===== src/rtl/fxp_stream_pkg.sv =====
// Shared types and helpers for the fixed-point output stream stages.
// round_sat is also used by downstream rescaling stages.
package fxp_stream_pkg;

   localparam int IN_W       = 24;
   localparam int OUT_W      = 14;
   localparam int SHIFT      = 8;
   localparam int FIFO_DEPTH = 8;
   localparam int CNT_W      = 8;

   function automatic int lvl_w(int depth);
      return $clog2(depth) + 1;
   endfunction

   localparam int LVL_W = lvl_w(FIFO_DEPTH);

   // Round-half-up then clamp to the signed out_w range; 64-bit headroom.
   function automatic logic signed [31:0] round_sat(
      logic signed [63:0] x,
      int                 shift,
      int                 out_w
   );
      logic signed [63:0] r;
      logic signed [63:0] hi;
      logic signed [63:0] lo;
      r = x;
      if (shift > 0)
         r = (x + (64'sd1 <<< (shift - 1))) >>> shift;
      hi = (64'sd1 <<< (out_w - 1)) - 64'sd1;
      lo = -(64'sd1 <<< (out_w - 1));
      if (r > hi)
         r = hi;
      else if (r < lo)
         r = lo;
      return r[31:0];
   endfunction

endpackage


===== src/rtl/fxp_out_stream_fifo.sv =====
// Synchronous FIFO with first-word fall-through read and explicit level.
// Reports a rejected push so the caller can count drops.
module fxp_sync_fifo #(
   parameter int width = 14,
   parameter int depth = 8
) (
   input  logic                     clk,
   input  logic                     rst,
   input  logic                     push_i,
   input  logic                     pop_i,
   input  logic [width-1:0]         wdata_i,
   output logic [width-1:0]         rdata_o,
   output logic                     valid_o,
   output logic [$clog2(depth):0]   level_o,
   output logic                     drop_o
);

   localparam int AW = $clog2(depth);

   logic [AW-1:0]    wr_q;
   logic [AW-1:0]    wr_d;
   logic [AW-1:0]    rd_q;
   logic [AW-1:0]    rd_d;
   logic [AW:0]      lvl_q;
   logic [AW:0]      lvl_d;
   logic [width-1:0] mem_q [depth];
   logic             empty;
   logic             full;
   logic             rd;
   logic             wr;

   assign empty = (lvl_q == '0);
   assign full  = (lvl_q == (AW+1)'(depth));
   assign rd    = pop_i & ~empty;
   // A pop on the same edge frees the slot, so a full FIFO still accepts.
   assign wr    = push_i & (~full | rd);
   assign drop_o = push_i & ~wr;

   always_comb begin
      wr_d  = wr_q;
      rd_d  = rd_q;
      lvl_d = lvl_q;
      if (wr)
         wr_d = wr_q + AW'(1);
      if (rd)
         rd_d = rd_q + AW'(1);
      if (wr && !rd)
         lvl_d = lvl_q + (AW+1)'(1);
      else if (rd && !wr)
         lvl_d = lvl_q - (AW+1)'(1);
   end

   always_ff @(posedge clk or posedge rst) begin
      if (rst) begin
         wr_q  <= '0;
         rd_q  <= '0;
         lvl_q <= '0;
      end else begin
         wr_q  <= wr_d;
         rd_q  <= rd_d;
         lvl_q <= lvl_d;
      end
   end

   always_ff @(posedge clk) begin
      if (wr)
         mem_q[wr_q] <= wdata_i;
   end

   assign rdata_o = empty ? '0 : mem_q[rd_q];
   assign valid_o = ~empty;
   assign level_o = lvl_q;

endmodule


===== src/rtl/fxp_out_stream.sv =====
// Round/saturate stage feeding a small FIFO with ready/valid output.
// Words the FIFO cannot take are dropped and counted.
module fxp_out_stream
   import fxp_stream_pkg::*;
#(
   parameter int in_w       = IN_W,
   parameter int out_w      = OUT_W,
   parameter int shift      = SHIFT,
   parameter int fifo_depth = FIFO_DEPTH,
   parameter int cnt_w      = CNT_W
) (
   input  logic                          clk,
   input  logic                          rst,
   input  logic [in_w-1:0]               in,
   input  logic                          valid,
   output logic [out_w-1:0]              out,
   output logic                          out_valid,
   input  logic                          out_ready,
   output logic [$clog2(fifo_depth):0]   level,
   output logic                          ovf,
   input  logic                          clr_ovf,
   output logic [cnt_w-1:0]              drop_cnt
);

   logic signed [63:0] in_ext;
   logic signed [31:0] rs;
   logic [out_w-1:0]   s1_q;
   logic [out_w-1:0]   s1_d;
   logic               s1_valid_q;
   logic               drop;
   logic               ovf_q;
   logic               ovf_d;
   logic [cnt_w-1:0]   drop_cnt_q;
   logic [cnt_w-1:0]   drop_cnt_d;

   assign in_ext = 64'(signed'(in));
   assign rs     = round_sat(in_ext, shift, out_w);
   assign s1_d   = rs[out_w-1:0];

   always_ff @(posedge clk or posedge rst) begin
      if (rst) begin
         s1_q       <= '0;
         s1_valid_q <= 1'b0;
      end else begin
         s1_valid_q <= valid;
         if (valid)
            s1_q <= s1_d;
      end
   end

   fxp_sync_fifo #(
      .width (out_w),
      .depth (fifo_depth)
   ) u_fifo (
      .clk     (clk),
      .rst     (rst),
      .push_i  (s1_valid_q),
      .pop_i   (out_ready),
      .wdata_i (s1_q),
      .rdata_o (out),
      .valid_o (out_valid),
      .level_o (level),
      .drop_o  (drop)
   );

   // A drop on the same edge as a clear wins: count restarts at one.
   always_comb begin
      ovf_d      = ovf_q;
      drop_cnt_d = drop_cnt_q;
      if (drop) begin
         ovf_d = 1'b1;
         if (clr_ovf)
            drop_cnt_d = cnt_w'(1);
         else if (drop_cnt_q != '1)
            drop_cnt_d = drop_cnt_q + cnt_w'(1);
      end else if (clr_ovf) begin
         ovf_d      = 1'b0;
         drop_cnt_d = '0;
      end
   end

   always_ff @(posedge clk or posedge rst) begin
      if (rst) begin
         ovf_q      <= 1'b0;
         drop_cnt_q <= '0;
      end else begin
         ovf_q      <= ovf_d;
         drop_cnt_q <= drop_cnt_d;
      end
   end

   assign ovf      = ovf_q;
   assign drop_cnt = drop_cnt_q;

endmodule


===== config.mk =====
export PLATFORM = sky130hd
export DESIGN_NAME = fxp_out_stream
export DESIGN_NICKNAME = d
export VERILOG_FILES = /design/src/rtl/fxp_stream_pkg.sv /design/src/rtl/fxp_out_stream_fifo.sv /design/src/rtl/fxp_out_stream.sv
export SDC_FILE = /design/constraint.sdc
export NUM_CORES = 1
export LEC_CHECK = 0
export CORE_ASPECT_RATIO = 1.75
export CORE_MARGIN = 2
export CORE_UTILIZATION = 55
export CTS_BUF_LIST = sky130_fd_sc_hd__clkbuf_4
export DETAILED_ROUTE_END_ITERATION = 10
export PLACE_DENSITY_LB_ADDON = 0.05
export SLEW_MARGIN = 30
export SYNTH_ARGS = -nofsm -noshare
export SYNTH_HDL_FRONTEND = slang
export SYNTH_SLANG_ARGS = --single-unit

===== constraint.sdc =====
create_clock -name clk -period 3.59 [get_ports clk]
set_input_delay 0.718 -clock clk [delete_from_list [all_inputs] [get_ports clk]]
set_output_delay 0.718 -clock clk [all_outputs]
set_load 0.03 [all_outputs]

==> metrics.md, run 1 <==
| Metric | Value |
|---|---|
| Pint | `3.765 mW` |
| Final Hold Viols | `0` |
| Gpl congestion | `0.7420` |
| Root buffer cell | `clkbuf_4` |
| DRT antenna net count | `0` |
| Crit start category | `flip-flop` |
| Via-to-Cell Ratio | `5.680` |
| Fmax | `299.8 MHz` |
| # setup viols final | `0` |
| Final Cycle Share | `92.90%` |
| Net Sw Frac | `32.72%` |
| Commonest non-fill, non-tap cell in the layout | `edfxtp_1` |
| Initial DRC Count | `155` |
| Worst IR Drop VDD | `0.5089 mV` |
| DRC Markers | `0` |
| Non-filler instance count after layout | `612` |
| Clock Pin Slew Worst Setup and Hold Paths | `0.11 ns` |
| Tmin final | `3.335 ns` |
| Max Cap Viol | `0` |
| Most frequent cells in the layout | `edfxtp_1, clkdlybuf4s50_1, nor2_1` |
| Critical Path RT | `2.87 ns` |
| Post-detail-place hpwl | `7730 um` |
| Cts hold-fix bufs | `0` |
| Register share of total power | `41.1%` |
| Final Skew | `0.01136 ns` |
| Yosys synthesis warning count | `0` |
| Die W | `84.11 um` |
| P&R area growth vs syn | `19.28%` |
| Via Count | `3476` |
| Die area | `12130 um2` |
| Mapped cell area | `6177 um2` |
| Setup crit end kind | `output pin` |
| Max clock buf depth | `2` |
| Vias in the first global route | `3513` |
| First-pass GRT wire length | `18230 um` |
| Layout cells sized above 1 | `21.29%` |
| Critical path class | `flip-flop to output pin` |
| Avg Cell Area, Syn | `16.13 um2` |
| Row cnt | `51` |
| Worst Hold Class | `flip-flop to flip-flop` |
| Initial antenna violation count | `1` |
| WL final | `11720 um` |
| Slew margin rel. | `49.08%` |
| Fill cell count | `805` |
| PortBufs | `49` |
| Distinct cell type count after synthesis | `41` |
| Worst-Margin Slew | `0.7630 ns` |
| Clock power share | `21.5%` |
| I/O pin count | `57` |
| Pleak | `2.631 nW` |
| Total global-route track usage | `20.64%` |
| Starting Density | `55.96%` |
| Synthesized flop and latch total | `146` |
| CTS tree | `done` |
| Core Box Area | `11040 um2` |
| Die height | `144.2 um` |
| Combinational share of power | `37.3%` |
| Post-synthesis sequential area ratio | `68.22%` |
| Mapped Cells | `383` |
| DR pass1 iterations | `4` |
| P_sw | `1.832 mW` |
| Run status | `finished clean` |
| Clock sinks | `146` |
| Pwr dens | `759.6 nW/um2` |
| Final #Nets | `503` |
| WL per Instance | `19.14 um` |
| Largest net degree at the start of global routing | `29` |
| Skew-Pair Late Insertion Delay | `0.51 ns` |
| CP Max Fanout | `12` |
| Mapped Nets | `420` |
| Max Slew Vio Count | `0` |
| RSZ-0062 raised after global routing | `no` |
| Num CTS Buffers | `17` |
| CTS H-tree depth | `4` |
| CP arrival | `2.62 ns` |
| Tot Pwr | `5.597 mW` |
| Setup_tns | `0 ns` |
| Placed Cells | `570` |
| Grt total ovfl | `0` |
layer usage:
layer	GRT usage [%]	vias to the layer above	wire, um
li1	-	1656	-
met1	22.28	1724	4545
met2	38.26	88	6641
met3	6.050	8	408
met4	7.131	0	120
met5	0	-	0
stage by stage:
step | instance area [um2] | utilization, % | hold WS (ns) | worst slack (ns)
after floorplan | 6177 | - | 0.4856 | 0.6151
after global placement | 6939 | 62.86 | 0.4712 | 0.5111
after detailed placement | 6939 | 62.86 | 0.4853 | 0.4900
after CTS | 7296 | 66.09 | 0.4782 | 0.03691
after global routing | 7368 | 66.75 | 0.4994 | 0.07350
final | 7368 | 66.75 | 0.5079 | 0.2548
critical path: stages, from the launching register on:
cell and delay [ns]:
dfrtp_4 0.54, buf_4 0.23, mux4_2 0.53, mux2i_1 0.16, nor2_1 0.06, clkdlybuf4s50_1 0.59
logic make-up (layout without fill, tap and decap cells):
logic type / after synthesis / after routing / share of synthesized area [%]
xor+xnor: 25 / 25 / 3.545
mux: 47 / 47 / 13.33
other cells: 0 / 1 / 0
flops: 146 / 146 / 68.22
buf+inv: 23 / 119 / 1.479
fa+ha+maj: 8 / 8 / 1.742
compound gates: 33 / 33 / 3.970
simple gates: 101 / 101 / 7.717
power groups by stage:
stage | sequential (mW) | combinational [mW] | clock [mW]
after floorplan | 2.31 | 1.33 | 0
after global placement | 2.33 | 2.01 | 0
after detailed placement | 2.35 | 2.03 | 0
after CTS | 2.31 | 2.04 | 1.24
after global routing | 2.33 | 2.26 | 1.31
final | 2.30 | 2.09 | 1.21
cells in the mapped netlist:
cell / number / area [um2]
a31o_2: 1 / 8.760
fa_1: 1 / 20.02
o41ai_2: 1 / 16.27
o311ai_1: 7 / 61.31
nor4_1: 3 / 18.77
edfxtp_1: 112 / 3363
nor2b_1: 1 / 6.260
clkinv_1: 1 / 3.750
mux2_2: 2 / 22.52
o2111ai_1: 1 / 8.760
or2_1: 1 / 6.260
mux2i_1: 17 / 170.2
nand3_2: 1 / 10.01
o22ai_1: 1 / 6.260
o31ai_1: 1 / 7.510
a211oi_1: 3 / 22.52
a21o_1: 2 / 15.01
inv_1: 9 / 33.78
dfrtp_1: 34 / 850.8
nand4_2: 1 / 12.51
mux4_2: 28 / 630.6
nand3_1: 9 / 45.04
nand2b_1: 3 / 18.77
xor2_1: 9 / 78.83
nand4_1: 6 / 37.54
nor4_2: 2 / 25.02
a21oi_1: 6 / 30.03
clkbuf_1: 7 / 26.28
ha_1: 7 / 87.58
buf_1: 2 / 7.510
nor2_1: 37 / 138.9
nand2_1: 26 / 97.59
nor3_1: 7 / 35.03
o221ai_1: 1 / 8.760
or3_1: 2 / 12.51
and3_1: 2 / 12.51
a21oi_2: 1 / 8.760
buf_2: 4 / 20.02
o21ai_0: 7 / 35.03
o311ai_2: 1 / 16.27
xnor2_1: 16 / 140.1
repair_timing:
| item | in CTS | in global routing |
|---|---|---|
| setup buffers | 0 | 9 |
| setup endpoints to repair | 0 | 11 |
| resized for setup | 0 | 1 |
path summary, 6_finish.rpt:
check                           cells past startpoint  slack [ns]                end         startpoint
min in group asynchronous                           3        0.53        drop_cnt[0]                rst
worst max register to register                     12        1.00  u_fifo.level_o[3]  u_fifo.level_o[0]
worst max-delay path                                5        0.25            out[10]     u_fifo.rd_q[0]
worst min-delay path                                1        0.51                ovf                ovf
max in group asynchronous                           3        2.85           s1_q[10]                rst
worst min register to register                      1        0.51                ovf                ovf
flip-flops by register name, summed over array words and instances, names as in the netlist:
signal	cells
u_fifo.mem_q	112
s1_q	14
drop_cnt	8
u_fifo.level_o	4
u_fifo.rd_q	3
u_fifo.wr_q	3
ovf	1
s1_valid_q	1
layout make-up:
| class | count | area [um2] | area share [%] |
|---|---|---|---|
| antenna | 1 | 2.502 | 0.03396 |
| clock buffer | 20 | 150.1 | 2.038 |
| clock inverter | 12 | 206.4 | 2.802 |
| inverter | 10 | 37.54 | 0.5094 |
| multi-input combinational | 214 | 1888 | 25.62 |
| sequential | 146 | 4218 | 57.24 |
| tap | 132 | 165.2 | 2.241 |
| timing repair buffer | 77 | 700.7 | 9.509 |
No activity file was read; power rests on OpenSTA's default activity.
==> inputs of run 2 (changes only) <==
--- a/config.mk
+++ b/config.mk
@@ -6,7 +6,6 @@
 export NUM_CORES = 1
 export LEC_CHECK = 0
 export CORE_ASPECT_RATIO = 1.75
-export CORE_MARGIN = 2
 export CORE_UTILIZATION = 55
 export CTS_BUF_LIST = sky130_fd_sc_hd__clkbuf_4
 export DETAILED_ROUTE_END_ITERATION = 10
==> metrics.md, run 2 (same netlist as run 1, synthesis figures left out) <==
| Metric | Value |
|---|---|
| Run status | `finished clean` |
| Fill cell count | `811` |
| PortBufs | `49` |
| Critical Path, Cell by Cell | `buf_12 > mux4_2 > mux2i_1 > nor2_1 > clkdlybuf4s50_1` |
| Layout cells sized above 1 | `19.92%` |
| Most frequent cells in the layout | `edfxtp_1, clkdlybuf4s50_1, nor2_1` |
| Min-delay src | `ovf` |
| P_sw | `1.845 mW` |
| Via-to-Cell Ratio | `5.877` |
| N_diodes | `0` |
| DR pass1 iterations | `4` |
| Slowest CP cell | `clkdlybuf4s50_1` |
| Critical Path RT | `2.87 ns` |
| Net Sw Frac | `33.11%` |
| Combinational share of power | `37.3%` |
| Initial antenna violation count | `0` |
| Die height | `142.2 um` |
| Reg2reg start | `u_fifo.level_o[2]` |
| Pint | `3.728 mW` |
| Post-detail-place hpwl | `7994 um` |
| Final Skew | `0.01609 ns` |
| Worst IR Drop VDD | `0.4726 mV` |
| CP max stage delay | `0.60 ns` |
| Setup crit end kind | `output pin` |
| Fmax | `293.9 MHz` |
| Die W | `82.11 um` |
| Root buffer cell | `clkbuf_4` |
| Register share of total power | `41.0%` |
| # setup viols final | `0` |
| Max clock buf depth | `2` |
| Final #Nets | `496` |
| Cts hold-fix bufs | `0` |
| Final Hold Viols | `0` |
| Setup_tns | `0 ns` |
| Worst-Margin Slew | `0.7540 ns` |
| Final Cycle Share | `94.78%` |
| DRT antenna net count | `0` |
| WP buf/inv | `2` |
| Starting Density | `57.08%` |
| WL final | `11810 um` |
| Initial DRC Count | `118` |
| CTS tree | `done` |
| Max Slew Vio Count | `0` |
| CP Max Fanout | `25` |
| CTS H-tree depth | `4` |
| DRC Markers | `0` |
| Grt total ovfl | `0` |
| Core Box Area | `10820 um2` |
| Max Cap Viol | `0` |
| Tot Pwr | `5.572 mW` |
| Slew margin rel. | `49.69%` |
| Max FFs per register | `112` |
| WL per Instance | `19.61 um` |
| Skew-Pair Late Insertion Delay | `0.52 ns` |
| Critical path class | `flip-flop to output pin` |
| CP startpoint | `u_fifo.rd_q[0]` |
| Final worst slack | `0.1874 ns` |
| Crit start category | `flip-flop` |
| Top reg by flops | `u_fifo.mem_q` |
| Total global-route track usage | `22.77%` |
| Row cnt | `50` |
| I/O pin count | `57` |
| RSZ-0062 raised after global routing | `no` |
| Vias in the first global route | `3694` |
| Clock sinks | `146` |
| Pleak | `2.594 nW` |
| P&R area growth vs syn | `18.43%` |
| Gpl congestion | `0.7722` |
| Dpl ws | `0.4530 ns` |
| Clock Pin Slew Worst Setup and Hold Paths | `0.12 ns` |
| CP arrival | `2.68 ns` |
| First-pass GRT wire length | `18690 um` |
| Num CTS Buffers | `17` |
| Pwr dens | `761.7 nW/um2` |
| Resized cells post-CTS | `0` |
| Die area | `11680 um2` |
| Tmin final | `3.403 ns` |
| Clock power share | `21.7%` |
| Commonest non-fill, non-tap cell in the layout | `edfxtp_1` |
| Delay-heaviest family, CP | `buffers and inverters` |
| Largest net degree at the start of global routing | `31` |
| Via Count | `3538` |
| Worst Hold Class | `flip-flop to flip-flop` |
==> run 2: power by group through the flow <==
| stage | sequential [mW] | combinational (mW) | clock [mW] |
|---|---|---|---|
| 2_1_floorplan | 2.31 | 1.33 | 0 |
| 6_report | 2.28 | 2.08 | 1.21 |
| 3_3_place_gp | 2.32 | 2.04 | 0 |
| 3_5_place_dp | 2.34 | 2.08 | 0 |
| 4_1_cts | 2.30 | 2.08 | 1.23 |
| 5_1_grt | 2.32 | 2.25 | 1.29 |
==> run 2: area by class of cell <==
cell class	count	area [um2]	area share, %
Clock buffer	19	142.6	1.950
Clock inverter	13	209.0	2.856
Inverter	10	37.54	0.5131
Multi-Input combinational cell	214	1888	25.81
Sequential cell	146	4215	57.62
Tap cell	130	162.7	2.223
Timing Repair Buffer	70	660.6	9.030
==> run 2: per-stage QoR <==
step                hold slack, ns  cells  area [um2]  utilization (%)
global placement            0.4737    566        6934            64.07
global route                0.5217    602        7316            67.60
finish                      0.5013    602        7316            67.60
floorplan                   0.4856    383        6177                -
detailed placement          0.4720    566        6934            64.07
CTS                         0.4962    598        7286            67.32
==> run 2: layer usage <==
| metal | vias to the layer above | share of wire (%) | wire, um | GRT usage [%] |
|---|---|---|---|---|
| met4 | 0 | 2.2 | 254 | 9.788 |
| met3 | 18 | 3.4 | 403 | 5.128 |
| met2 | 94 | 57 | 6705 | 39.89 |
| met1 | 1793 | 38 | 4442 | 25.95 |
| li1 | 1633 | - | - | - |
| met5 | - | 0 | 0 | 0 |
==> run 2: worst paths after layout <==
path,slack [ns],endpoint,depth (start not counted)
max,0.19,out[1],5
min,0.50,ovf,1
max reg2reg,0.95,u_fifo.level_o[3],12
min reg2reg,0.50,ovf,1
max in group asynchronous,2.37,s1_q[0],3
min in group asynchronous,0.53,ovf,2
==> run 2: what timing repair did <==
action	in CTS	in global routing
buffers inserted	0	4
setup endpoints to repair	0	2
hold endpoints to repair	0	0
==> inputs of run 3 (changes only) <==
--- a/config.mk
+++ b/config.mk
@@ -13,4 +13,5 @@
 export SLEW_MARGIN = 30
 export SYNTH_ARGS = -nofsm -noshare
 export SYNTH_HDL_FRONTEND = slang
+export SYNTH_HIERARCHICAL = 1
 export SYNTH_SLANG_ARGS = --single-unit
==> metrics.md, run 3 <==
| Metric | Value |
|---|---|
| Run status | `finished clean` |
| Die W | `82.94 um` |
| Avg Cell Area, Syn | `16.17 um2` |
| CTS tree | `done` |
| Top layer in use | `met4` |
| Setup_tns | `0 ns` |
| Clock sinks | `146` |
| Die height | `143.7 um` |
| Max Cap Viol | `0` |
| DRT antenna net count | `0` |
| Dpl ws | `0.2738 ns` |
| DRC Markers | `0` |
| Synth async-reset ratio | `23.29%` |
| Num CTS Buffers | `17` |
| Slowest CP cell | `or4_1` |
| RSZ-0062 raised after global routing | `no` |
| Final Skew | `0.01700 ns` |
| Post-synthesis sequential area ratio | `66.83%` |
| Reg2reg end | `u_fifo/level_o[3]` |
| Tot Pwr | `5.335 mW` |
| Most frequent cell after synthesis | `edfxtp_1` |
| Post-detail-place hpwl | `7967 um` |
| I/O pin count | `57` |
| Core Box Area | `11170 um2` |
| Detail Route met3 WL | `346 um` |
| Final worst slack | `0.2759 ns` |
| P&R area growth vs syn | `15.87%` |
| Gpl congestion | `0.7534` |
| Worst Hold Class | `flip-flop to flip-flop` |
| Area occupied by multi-input gates | `1954 um2` |
| Critical Path End | `out[13]` |
| WL met2 | `6699 um` |
| Area leader, netlist | `edfxtp_1` |
| Pleak | `2.666 nW` |
| First-pass GRT wire length | `19070 um` |
| Max clock buf depth | `2` |
| Die area | `11910 um2` |
| DR pass1 iterations | `4` |
| Number of synthesized flops with an enable pin | `112` |
| Grt total ovfl | `0` |
| Initial DRC Count | `195` |
| Tmin final | `3.314 ns` |
| Reg area | `4215 um2` |
| Via Count | `3567` |
| Slew margin rel. | `63.45%` |
| Critical Path RT | `2.87 ns` |
| Worst IR Drop VDD | `0.5122 mV` |
| Skew-Pair Late Insertion Delay | `0.49 ns` |
| Yosys synthesis warning count | `6` |
| CP Max Fanout | `14` |
| Total global-route track usage | `21.49%` |
| Setup Fix Bufs, Post-CTS | `0` |
| Most frequent cells in the layout | `edfxtp_1, clkdlybuf4s50_1, dfrtp_1` |
| WL per Instance | `19.60 um` |
| Max Slew Vio Count | `0` |
| Vias in the first global route | `3738` |
| Layout cells sized above 1 | `21.44%` |
| Resized cells post-CTS | `2` |
| M1 WL | `4576 um` |
| R2R cell count | `8` |
| CP max stage delay | `0.63 ns` |
| Mapped cell area | `6306 um2` |
| Synthesized flop and latch total | `146` |
| PortBufs | `49` |
| Most frequent cells after synthesis | `edfxtp_1, dfrtp_1, mux4_2` |
| Initial antenna violation count | `1` |
| Fill cell count | `818` |
| Row cnt | `51` |
| Worst-Margin Slew | `0.5466 ns` |
| Pwr dens | `730.1 nW/um2` |
| CP startpoint | `u_fifo/level_o[0]` |
| Top area cells in the synthesized netlist | `edfxtp_1, dfrtp_1, mux4_2` |
| Mapped Nets | `427` |
| Main synth FF type | `edfxtp_1` |
| Max FFs per register | `112` |
| Mapped Cells | `390` |
| Crit start category | `flip-flop` |
| Via-to-Cell Ratio | `5.906` |
| Post-synth top area share | `53.33%` |
| Clock Pin Slew Worst Setup and Hold Paths | `0.11 ns` |
| Reg2reg setup slack | `0.75 ns` |
| Reg2reg start | `u_fifo/level_o[0]` |
| Final Hold Viols | `0` |
| Largest net degree at the start of global routing | `29` |
| Critical path class | `flip-flop to output pin` |
| Distinct cell type count after synthesis | `49` |
| Final #Nets | `495` |
| Top reg by flops | `u_fifo/mem_q` |
| CTS H-tree depth | `4` |
| Hold depth | `1` |
| Critical Path, Cell by Cell | `or4_1 > nor2b_2 > buf_4 > a22o_1 > dlygate4sd2_1` |
| Cts hold-fix bufs | `0` |
| Starting Density | `56.47%` |
| Commonest non-fill, non-tap cell in the layout | `edfxtp_1` |
| Final core utilization | `65.43%` |
| Setup crit end kind | `output pin` |
| # setup viols final | `0` |
| Root buffer cell | `clkbuf_4` |
| WL final | `11840 um` |
| Final Cycle Share | `92.31%` |
| Fmax | `301.7 MHz` |
| CP arrival | `2.60 ns` |
## run 3: cell types whose count changed after synthesis, sizes merged, moves of 4 or more
cell / change
buf: +4
nor2: -13
o311ai: -8
a22o: +15
nand2: -14
nand3: +15
a21oi: +13
mux2i: -15
## run 3: area by class of cell
class	count	area share, %
Inverter	12	0.6164
Timing Repair Buffer	65	8.904
Sequential cell	146	57.69
Clock buffer	18	1.849
Antenna cell	1	0.03425
Clock inverter	14	1.901
Multi-Input combinational cell	216	26.75
Tap cell	132	2.260
## run 3: per-stage QoR
stage          std cells  cell area [um2]  hold WS (ns)
6_report             604             7307        0.4989
5_1_grt              604             7307        0.5437
4_1_cts              603             7274        0.5096
3_5_place_dp         571             7003        0.4820
3_3_place_gp         571             7003        0.4639
2_1_floorplan        390             6306        0.4839
## run 3: how the worst min path moves through the flow
stage	from	to
4_1_cts	ovf	ovf
2_1_floorplan	u_fifo/rd_q[2]	u_fifo/rd_q[2]
3_5_place_dp	ovf	ovf
6_report	ovf	ovf
3_3_place_gp	ovf	ovf
5_1_grt	ovf	ovf
## run 3: routing by layer
layer  track usage (%)  up-vias
li1                  -     1670
met1             24.17     1795
met2             40.47       85
met3             4.021       17
met4             7.623        0
met5                 0        -
## run 3: cells by family after synthesis
| kind of cell | count (synthesis) | share of synthesized area [%] |
|---|---|---|
| flip-flops | 146 | 66.83 |
| AND/OR/NAND/NOR | 101 | 8.492 |
| AO/OA/AOI/OAI | 51 | 6.290 |
| multiplexers | 34 | 11.03 |
| buffers and inverters | 28 | 2.599 |
| XOR/XNOR | 22 | 3.056 |
| adder cells (fa/ha/maj) | 8 | 1.706 |
## run 3: critical path: cells and delay by family, from the launching register on
family	cells	cell delay, ns
and+or+nand+nor	2	0.82
buffers and inverters	2	0.56
AOI/OAI and AO/OA	1	0.24
DFF	1	0.48
## run 3: power by group
group	switching (mW)	total (mW)	internal, mW
Clock	0.557	0.973	0.416
Sequential	0.195	2.32	2.13
Combinational	1.10	2.04	0.942
Total	1.85	5.33	3.49
